**src/rtl/regfile_writeback_pkg.sv**
```systemverilog
// Shared definitions for the register-file write-back block: default widths,
// register index type and the write-back entry {rd, data}.
package regfile_writeback_pkg;

    localparam int DEF_WIDTH = 32;
    localparam int DEF_SIZE  = 32;
    localparam int DEF_IW    = $clog2(DEF_SIZE);

    typedef logic [DEF_IW-1:0] rf_index_t;

    typedef struct packed {
        rf_index_t            rd;
        logic [DEF_WIDTH-1:0] data;
    } wb_entry_t;

endpackage

```
**src/rtl/regfile_wb_fifo.sv**
```systemverilog
// Load-result FIFO of write-back entries; pointers carry one extra wrap bit
// so full/empty are distinguished without a separate counter.
module regfile_wb_fifo #(
    parameter int DEPTH = 4,
    parameter int EW    = 37
) (
    input  logic          clk,
    input  logic          reset_n,
    input  logic          push,
    input  logic [EW-1:0] push_data,
    input  logic          pop,
    output logic [EW-1:0] pop_data,
    output logic          full,
    output logic          empty
);
    localparam int AW = $clog2(DEPTH);
    localparam logic [AW:0] PTR_ONE = (AW+1)'(1);

    logic [AW:0]   wr_ptr;
    logic [AW:0]   rd_ptr;
    logic [EW-1:0] mem [DEPTH];
    logic          do_push;
    logic          do_pop;

    assign full     = (wr_ptr[AW] != rd_ptr[AW]) && (wr_ptr[AW-1:0] == rd_ptr[AW-1:0]);
    assign empty    = (wr_ptr == rd_ptr);
    assign do_push  = push && !full;
    assign do_pop   = pop && !empty;
    assign pop_data = mem[rd_ptr[AW-1:0]];

    always_ff @(posedge clk or negedge reset_n) begin
        if (!reset_n) begin
            wr_ptr <= '0;
            rd_ptr <= '0;
        end else begin
            if (do_push) wr_ptr <= wr_ptr + PTR_ONE;
            if (do_pop)  rd_ptr <= rd_ptr + PTR_ONE;
        end
    end

    always_ff @(posedge clk) begin
        if (do_push) mem[wr_ptr[AW-1:0]] <= push_data;
    end

endmodule

```
**src/rtl/regfile_writeback.sv**
```systemverilog
// Merges ALU and load results into the register file's single write port and
// keeps a pending-bit scoreboard for decode hazards. Optional forwarding
// outputs are enabled by defining REGFILE_WB_BYPASS_EN.
module regfile_writeback
    import regfile_writeback_pkg::*;
#(
    parameter int WIDTH  = DEF_WIDTH,
    parameter int SIZE   = DEF_SIZE,
    parameter int QDEPTH = 4,
    localparam int IW    = $clog2(SIZE)
) (
    input  logic             clk,
    input  logic             reset_n,
    input  logic             iss_valid,
    input  logic [IW-1:0]    iss_rd,
    input  logic             alu_valid,
    input  logic [IW-1:0]    alu_rd,
    input  logic [WIDTH-1:0] alu_data,
    input  logic             ld_valid,
    output logic             ld_ready,
    input  logic [IW-1:0]    ld_rd,
    input  logic [WIDTH-1:0] ld_data,
    output logic             wr_en,
    output logic [IW-1:0]    wr_index,
    output logic [WIDTH-1:0] wr_data,
    input  logic [IW-1:0]    rs1_index,
    input  logic [IW-1:0]    rs2_index,
    output logic             rs1_busy,
    output logic             rs2_busy,
`ifdef REGFILE_WB_BYPASS_EN
    output logic             rs1_fwd_valid,
    output logic             rs2_fwd_valid,
    output logic [WIDTH-1:0] rs1_fwd_data,
    output logic [WIDTH-1:0] rs2_fwd_data,
`endif
    output logic             overflow
);
    typedef struct packed {
        logic [IW-1:0]    rd;
        logic [WIDTH-1:0] data;
    } entry_t;

    entry_t          alu_entry;
    entry_t          ld_entry;
    entry_t          head;
    entry_t          sel;
    logic            sel_valid;
    logic            pop;
    logic            fifo_full;
    logic            fifo_empty;
    logic [SIZE-1:0] pending;
    logic [SIZE-1:0] pending_next;
    logic [SIZE-1:0] set_mask;
    logic [SIZE-1:0] clr_mask;
    logic            collide;

    assign alu_entry = entry_t'({alu_rd, alu_data});
    assign ld_entry  = entry_t'({ld_rd, ld_data});
    assign ld_ready  = !fifo_full;

    regfile_wb_fifo #(
        .DEPTH (QDEPTH),
        .EW    (IW + WIDTH)
    ) u_fifo (
        .clk       (clk),
        .reset_n   (reset_n),
        .push      (ld_valid),
        .push_data (ld_entry),
        .pop       (pop),
        .pop_data  (head),
        .full      (fifo_full),
        .empty     (fifo_empty)
    );

    // ALU always wins; the FIFO head is only popped in cycles the ALU is idle.
    always_comb begin
        sel_valid = 1'b0;
        pop       = 1'b0;
        sel       = head;
        if (alu_valid) begin
            sel_valid = 1'b1;
            sel       = alu_entry;
        end else if (!fifo_empty) begin
            sel_valid = 1'b1;
            pop       = 1'b1;
        end
    end

    // Clear is applied before set, so a same-cycle set on the written index wins.
    always_comb begin
        set_mask = '0;
        clr_mask = '0;
        if (wr_en) clr_mask[wr_index] = 1'b1;
        if (iss_valid && (iss_rd != '0)) set_mask[iss_rd] = 1'b1;
        pending_next    = (pending & ~clr_mask) | set_mask;
        pending_next[0] = 1'b0;
        collide = iss_valid && (iss_rd != '0) && pending[iss_rd] && !clr_mask[iss_rd];
    end

    always_ff @(posedge clk or negedge reset_n) begin
        if (!reset_n) begin
            wr_en    <= 1'b0;
            wr_index <= '0;
            wr_data  <= '0;
            pending  <= '0;
            overflow <= 1'b0;
        end else begin
            wr_en <= sel_valid && (sel.rd != '0);
            if (sel_valid) begin
                wr_index <= sel.rd;
                wr_data  <= sel.data;
            end
            pending <= pending_next;
            if (collide) overflow <= 1'b1;
        end
    end

`ifdef REGFILE_WB_BYPASS_EN
    assign rs1_fwd_valid = wr_en && (rs1_index == wr_index) && (rs1_index != '0);
    assign rs2_fwd_valid = wr_en && (rs2_index == wr_index) && (rs2_index != '0);
    assign rs1_fwd_data  = wr_data;
    assign rs2_fwd_data  = wr_data;
    assign rs1_busy = (rs1_index != '0) && pending[rs1_index] && !rs1_fwd_valid;
    assign rs2_busy = (rs2_index != '0) && pending[rs2_index] && !rs2_fwd_valid;
`else
    assign rs1_busy = (rs1_index != '0) && pending[rs1_index];
    assign rs2_busy = (rs2_index != '0) && pending[rs2_index];
`endif

endmodule
```
**config.mk**
```make
export PLATFORM = sky130hd
export DESIGN_NAME = regfile_writeback
export DESIGN_NICKNAME = d
export VERILOG_FILES = /design/src/rtl/regfile_writeback_pkg.sv /design/src/rtl/regfile_wb_fifo.sv /design/src/rtl/regfile_writeback.sv
export SDC_FILE = /design/constraint.sdc
export NUM_CORES = 1
export LEC_CHECK = 0
export CORE_MARGIN = 2
export CORE_UTILIZATION = 55
export CTS_BUF_LIST = sky130_fd_sc_hd__clkbuf_16
export DETAILED_ROUTE_END_ITERATION = 10
export DONT_BUFFER_PORTS = 1
export PLACE_DENSITY = 0.68
export SLEW_MARGIN = 20
export SYNTH_ARGS = -nofsm -noshare
export SYNTH_HDL_FRONTEND = slang
export SYNTH_SLANG_ARGS = --single-unit
```
**constraint.sdc**
```tcl
create_clock -name clk -period 6.7 [get_ports clk]
set_clock_uncertainty 0.2 [all_clocks]
set_input_delay 1.34 -clock clk [delete_from_list [all_inputs] [get_ports clk]]
set_output_delay 1.34 -clock clk [all_outputs]
set_load 0.02 [all_outputs]
```
# [After elaboration in Yosys (flattened, before gate mapping)]
# Memory sizes are Yosys's and may differ from the RTL's.
# Index checks and enable logic that the tools add are counted.
[totals] n_memories=1 output_inout_bits=42 ram_bits=148 latchBits=0 ff_bits=76 romBits=0 inputBits=94
[classes] magnitude_cmp=6 n_eq_ne=3 shift=0 reduce_logical=18 addsub=2 multipliers=0 bitwise_logic=3 div_mod_pow=0 mux=20
[memory_table] memory="u_fifo.mem" words=4 word_bits=37 read_ports=1 rd_clocked_by_memory_dff=0 write_ports=1 line_no="regfile_wb_fifo.sv:21" rtl="logic [EW-1:0] mem [DEPTH];"
[op_table] cell="$mux W32" n=2
[op_table] cell="$mux W37" n=1
[op_table] cell="$and A32 B32 Y32" n=1
[op_table] cell="$not A32 Y32" n=1
[op_table] cell="$or A32 B32 Y32" n=1
[op_table] cell="$lt A5 B6 Y1 const B" n=4
[op_table] cell="$bmux W1 S5" n=4
[op_table] cell="$reduce_bool A5 Y1" n=4
[op_table] cell="$logic_and A1 B1 Y1" n=11
[op_table] cell="$mux W1" n=11
[op_table] cell="$demux W1 S5" n=2
[op_table] cell="$ge A5 B1 Y1 const B" n=2
[op_table] cell="$add A3 B1 Y3 const B" n=2
[op_table] cell="$eq A3 B3 Y1" n=1
[op_table] cell="$logic_not A1 Y1" n=3
[op_table] cell="$eq A2 B2 Y1" n=1
[op_table] cell="$ne A1 B1 Y1" n=1

# [Logic depth before layout (Yosys ltp)]
# Gate-level depths: netlist of the first run.
[depth] depth_word=9 mapped_depth=7 ltp_nobuf=5

# [By module]
# From an unflattened synthesis of the first run, not the netlist that was laid out.
[unflattened] hier_cells=634 hier_area_um2=9855.7
[modules_own_cells] module="regfile_wb_fifo" seq_area_each_um2=4594.4 cells_each=243 n_inst=1 area_each_um2=5836.8
[modules_own_cells] module="regfile_writeback" seq_area_each_um2=1751.7 cells_each=391 n_inst=1 area_each_um2=4018.9

# [Worst setup path before layout of the first run]
# Ideal clock, no wire load.
[synth_path] kind="input to output" startpoint="in rs1_index[0]" endpoint="out rs1_busy" t_required_ps=5160 arrival_ps=2859 n_path_buf=1 slack_ps=2301 path_stages=4 path_cell_list="buf_2 mux4_2 mux4_2 mux2_2"
[synth_via] elab_chain_len=3
[synth_lines] element="from (decl)" line_no="regfile_writeback.sv:26" rtl="input logic [IW-1:0] rs1_index,"
[synth_lines] element="$bmux W1 S5" line_no="regfile_writeback.sv:126" rtl="assign rs1_busy = (rs1_index != '0) && pending[rs1_index];"
[synth_lines] element="$mux W1 (not written as such)" line_no="regfile_writeback.sv:126"
[synth_lines] element="$logic_and A1 B1 Y1 *" line_no="regfile_writeback.sv:126"
[synth_lines] element="to (decl)" line_no="regfile_writeback.sv:28" rtl="output logic rs1_busy,"
# Every way passes the cells marked *; elsewhere a longest branch is shown, timed or not. The select of a mux whose other input is x is not followed.

# [Worst setup path in the final report of the first run]
# Ends and elaborated chain as after synthesis.

==> reports/qor.yml, run 1 <==
synthesis:
  yosys.cell_count.top_type: "edfxtp_1"
  synth_area_per_cell_um2: 16.3
  synth_common_cells: "148 x edfxtp_1, 95 x o21ai_0, 76 x dfrtp_1, 60 x mux4_2, 41 x nand2_1"
  synth.area.top_cells: "edfxtp_1 47%, dfrtp_1 20%, mux4_2 14%, o21ai_0 5.0%, mux2i_1 4.2%"
  yosysTopAreaCell: "edfxtp_1"
  ys.flop_type: "edfxtp_1"
  syn_nets: 684
  netlist_instances: 585
  yosys_warnings: 0
  syn-cell-area_um2: 9510
  synth_top_area_share_pct: 46.7
  synth.distinct_cells: 32
  seq_area_frac_synth_pct: 66.7
  synthArstFlopShare_pct: 33.9
  synth_edf_count: 148
  ys_ff_latch: 224
detailed_routing:
  drt_first_pass_iters: 4
  ant_nets: 0
  dr_total_vias: 5166
  drtIter0Drc: 352
  drt-wirelength-per-cell_um: 23.3
  drc: 0
  viasPerCell: 6.26
  wirelength_mm: 19.2
global_routing:
  antenna_found_initial: 0
  grt_pass1_wl_mm: 29.9
  grtUsageTotal_pct: 21.4
  grt_max_degree: 77
  first_global_vias: 5470
  grt_overflow: 0
sta:
  fin_hold_ws_ns: 0.287
  slew_headroom_pct: 30.7
  fmax_ghz: 0.240
  rsz0062_at_grt: "false"
  period_share_pct: 62.2
  period_minus_slack_ns: 4.17
  finalHoldViolCount: 0
  drv_slew: 0
  finalSetupViolations: 0
  tns_ns: 0
  worst_pin_slew_ns: 1.04
min_path:
  min_from: "u_fifo.wr_ptr[2]"
  holdPathEnd: "u_fifo.wr_ptr[2]"
  hold_depth: 1
  hp-class: "flop to flop"
clock_network:
  root_buffer: "clkbuf_16"
  cts_tree: "built"
  postCtsHoldBufs: 0
  cts_htree_levels: 1
  cts_setup_buffers: 0
  path_clk_slew_ns: 0.06
  clockBufferDepth: 3
  cts_buffers: 24
  clock_latency_ns: 0.50
  cts_resized: 0
  cts_sinks: 224
power:
  power_density_nw_per_um2: 475
  total_power_uw: 4960
  ir_drop_uv: 311
  static-leakage-power_uw: 0.00382
placement:
  placed_cells: 781
  portBuffers: 0
  hpwl_mm: 12.1
  gp_congestion: 0.876
floorplan:
  die_area_um2: 18400
  rows: 48
  die_x_um: 135
  ioPinCount: 136
  die_y_um: 135
  initial_core_util_pct: 55.6
  core-area_um2: 17100
setup_path:
  startpoint_type: "primary input"
  ff2ff_path_depth: 3
  crit_required_ns: 5.16
  critPathCaptureType: "output pin"
  r2r-start: "u_fifo.rd_ptr[1]"
  path_max_fanout: 9
  arrival_ns: 2.63
  r2r_setup_slack_ns: 3.55
  path_class: "primary input to output pin"
  r2r-end: "u_fifo.mem[2][30]"
cells_and_area:
  regArea_um2: 6350
  drive_above_1_share_pct: 19.5
  fin_util_pct: 61.0
  area_growth_pct: 9.82
  multi_input_area_um2: 3010
  fillers: 1280
  diodes: 0
  fin_cells: 825
  nets: 682
flow_run:
  cap_violations: 0
run_status:
  status: "completed"
-- worst max-delay path, cell delays in order --
cell and delay (ns):
mux4_2 0.48, mux4_2 0.47, mux2_2 0.34
-- report_power, final --
part / internal, uW / switching, uW / total, uW
registers: 1930 / 480 / 2410
clock network: 717 / 514 / 1230
logic: 673 / 646 / 1320
-- per-stage QoR --
stage / area (um2) / setup slack (ns)
floorplan: 9510 / 2.30
global placement: 9680 / 2.55
detailed placement: 9680 / 2.53
CTS: 10400 / 2.53
global route: 10400 / 2.52
finish: 10400 / 2.53
-- cell type report --
cell class                      count  share of cell area [%]
Clock inverter                     18                    1.19
Inverter                            7                   0.252
Timing Repair Buffer                3                   0.252
Tap cell                          225                    2.70
Sequential cell                   224                    60.8
Clock buffer                       25                    5.99
Multi-Input combinational cell    323                    28.8
-- routing by layer --
metal,GRT usage [%],wire length [um]
met1,28.2,7650
met4,5.50,301
met5,0,0
met3,5.84,1750
met2,35.8,9530
-- sequential cells by signal, indices dropped and copies added, names as in the netlist --
register	count
wr_index	5
overflow	1
pending	31
u_fifo.wr_ptr	3
u_fifo.rd_ptr	3
wr_en	1
u_fifo.mem	148
wr_data	32
-- worst max-delay path by stage --
stage,end,depth (start not counted),start,slack (ns)
global placement,rs1_busy,3,rs1_index[0],2.55
global route,rs1_busy,3,rs1_index[0],2.52
finish,rs1_busy,3,rs1_index[0],2.53
detailed placement,rs1_busy,3,rs1_index[0],2.53
floorplan,rs1_busy,4,rs1_index[0],2.30
CTS,rs1_busy,3,rs1_index[0],2.53
-- logic make-up after synthesis --
group / after synthesis / share of synthesized area (%)
AO/OA/AOI/OAI: 113 / 6.17
XOR/XNOR: 12 / 1.11
adder cells (fa/ha/maj): 5 / 0.658
buffers and inverters: 38 / 1.66
flip-flops: 224 / 66.7
multiplexers: 108 / 19.4
AND/OR/NAND/NOR: 85 / 4.30
-- layout by cell type, fill, tap and decap left out, types with 3 or more instances in the layout --
master and instances:
clkinv_2 5, inv_1 10, nand3_1 8, mux2i_1 40, or3b_2 3, nand3b_1 7
clkbuf_16 25, and3_2 4, clkinv_1 4, nor2b_1 4, ha_1 5, o21ai_0 95
nand2_1 41, mux2_2 8, o22ai_1 3, mux4_2 60, a21oi_1 8, nor2_1 10
dfrtp_1 74, xor2_1 7, xnor2_1 5, clkinvlp_4 3, edfxtp_1 148
No activity file was read; power rests on OpenSTA's default activity.
==> run 2: changes to the inputs <==
- PLACE_DENSITY: 0.68 -> 0.71
- clock period: 6.7 -> 3.75 ns (I/O delays scaled with it)
==> reports/qor.yml, run 2 (synthesis results as in run 1) <==
setup_path:
  path_max_fanout: 4  # -5
  crit_chain: "mux4_2, mux4_2, mux2_2"
  crit_path_max_incr_delay_ns: 0.49  # about the same
  arrival_ns: 2.25  # -0.38 ns
  critPathCaptureType: "output pin"
  startpoint_type: "flop"
  path_buf_inv: 0  # unchanged
  cpMostUsedCell: "mux4_2"
  crit_slowest_cell: "mux4_2"
  crit_required_ns: 2.80  # -2.36 ns
  cpLargestDelayFamily: "multiplexers"
  path_class: "flop to output pin"
detailed_routing:
  dr_total_vias: 5200  # +0.66%
  drc: 0  # unchanged
  drt_first_pass_iters: 5  # +1
  viasPerCell: 6.28  # +0.29%
  ant_nets: 0  # unchanged
  drtIter0Drc: 474  # +35%
  wirelength_mm: 20.1  # +4.5%
  drt-wirelength-per-cell_um: 24.3  # +4.2%
clock_network:
  cts_htree_levels: 1  # unchanged
  postCtsHoldBufs: 2  # +2
  cts_tree: "built"
  clockBufferDepth: 3  # unchanged
  cts_resized: 0  # unchanged
  cts_setup_buffers: 0  # unchanged
  cts_buffers: 23  # -4.2%
  path_clk_slew_ns: 0.06  # about the same
  cts_sinks: 224  # unchanged
  root_buffer: "clkbuf_16"
  clock_latency_ns: 0.51  # about the same
cells_and_area:
  nets: 684  # +0.29%
  final_common_cell: "edfxtp_1"
  regArea_um2: 6350  # unchanged
  area_growth_pct: 10.7
  final_cell_mix: "148 x edfxtp_1, 95 x o21ai_0, 74 x dfrtp_1"
  multi_input_area_um2: 3010  # unchanged
  fillers: 1273  # -0.55%
  drive_above_1_share_pct: 19.8  # +0.27 points
  largest_register_ffs: 148  # unchanged
floorplan:
  die_area_um2: 18400  # unchanged
  rows: 48  # unchanged
  initial_core_util_pct: 55.6  # unchanged
  ioPinCount: 136  # unchanged
  die_y_um: 135  # unchanged
  die_x_um: 135  # unchanged
  core-area_um2: 17100  # unchanged
placement:
  portBuffers: 0  # unchanged
  gp_congestion: 0.899  # +2.7%
  hpwl_mm: 12.6  # +4.2%
  place_ws_ns: 0.740  # -1.79 ns
sta:
  period_minus_slack_ns: 3.20
  drv_slew: 0  # unchanged
  finalSetupViolations: 0  # unchanged
  rsz0062_at_grt: "false"
  fmax_ghz: 0.313
  setup_slack_ns: 0.553  # -1.98 ns
  period_share_pct: 85.3
  finalHoldViolCount: 0  # unchanged
  slew_headroom_pct: 30.8  # +0.14 points
  worst_pin_slew_ns: 1.04  # -0.00210 ns
  tns_ns: 0  # unchanged
global_routing:
  grt_pass1_wl_mm: 30.6  # +2.2%
  grt_overflow: 0  # unchanged
  first_global_vias: 5383  # -1.6%
  antenna_found_initial: 1  # +1
  grtUsageTotal_pct: 22.2  # +0.81 points
  grt_max_degree: 77  # unchanged
power:
  ir_drop_uv: 486  # +56%
  power_density_nw_per_um2: 861  # +81%
  total_power_uw: 9070  # +83%
  static-leakage-power_uw: 0.00386  # +1.2%
flow_run:
  cap_violations: 0  # unchanged
run_status:
  status: "completed"
min_path:
  hp-class: "primary input to flop"
==> run 2: changes by cell type in the layout (fill, tap and decap cells not counted), sizes merged <==
cell         before  now
buf               3    5
bufinv            1    4
clkbuf           25   23
clkinvlp          3    1
diode             0    1
dlygate4sd3       0    1
==> run 2: stage by stage <==
stage | cell area [um2] | utilization [%] | hold WS, ns | instances
CTS | 10500 | 61.5 | 0.104 | 827
detailed placement | 9700 | 56.7 | 0.256 | 783
global placement | 9700 | 56.7 | 0.256 | 783
global route | 10500 | 61.5 | 0.104 | 828
floorplan | 9510 | - | 0.254 | 585
finish | 10500 | 61.5 | 0.126 | 828
==> run 2: path summary, 6_finish.rpt <==
| path | start | to | slack (ns) | cells past startpoint |
|---|---|---|---|---|
| max | pending[3] | rs1_busy | 0.55 | 3 |
| min | ld_data[31] | u_fifo.mem[2][31] | 0.13 | 0 |
| max reg2reg | u_fifo.rd_ptr[0] | wr_index[3] | 1.24 | 4 |
| min reg2reg | u_fifo.rd_ptr[2] | u_fifo.rd_ptr[2] | 0.29 | 1 |
| max in group asynchronous | reset_n | u_fifo.rd_ptr[1] | 2.38 | 2 |
| min in group asynchronous | reset_n | wr_index[1] | 0.64 | 2 |
==> run 2: routing by layer <==
| metal | share of wire [%] | global-route usage [%] | up-vias | routed length (um) |
|---|---|---|---|---|
| met2 | 49 | 35.6 | 245 | 9800 |
| met4 | 2.1 | 7.47 | 0 | 427 |
| met5 | 0 | 0 | - | 0 |
| li1 | - | - | 2292 | - |
| met1 | 40 | 30.4 | 2624 | 8090 |
| met3 | 8.8 | 5.54 | 39 | 1780 |
==> run 2: area by class of cell <==
type / count / share of cell area (%)
Timing Repair Buffer: 6 / 0.642
Antenna cell: 1 / 0.0238
Multi-Input combinational cell: 323 / 28.6
Inverter: 7 / 0.250
Clock buffer: 23 / 5.47
Sequential cell: 224 / 60.3
Tap cell: 225 / 2.67
Clock inverter: 19 / 2.06
==> run 2: where the power goes <==
part | switching [uW] | internal [uW]
Clock | 941 | 1410
Combinational | 1280 | 1200
Sequential | 790 | 3450
Total | 3010 | 6060
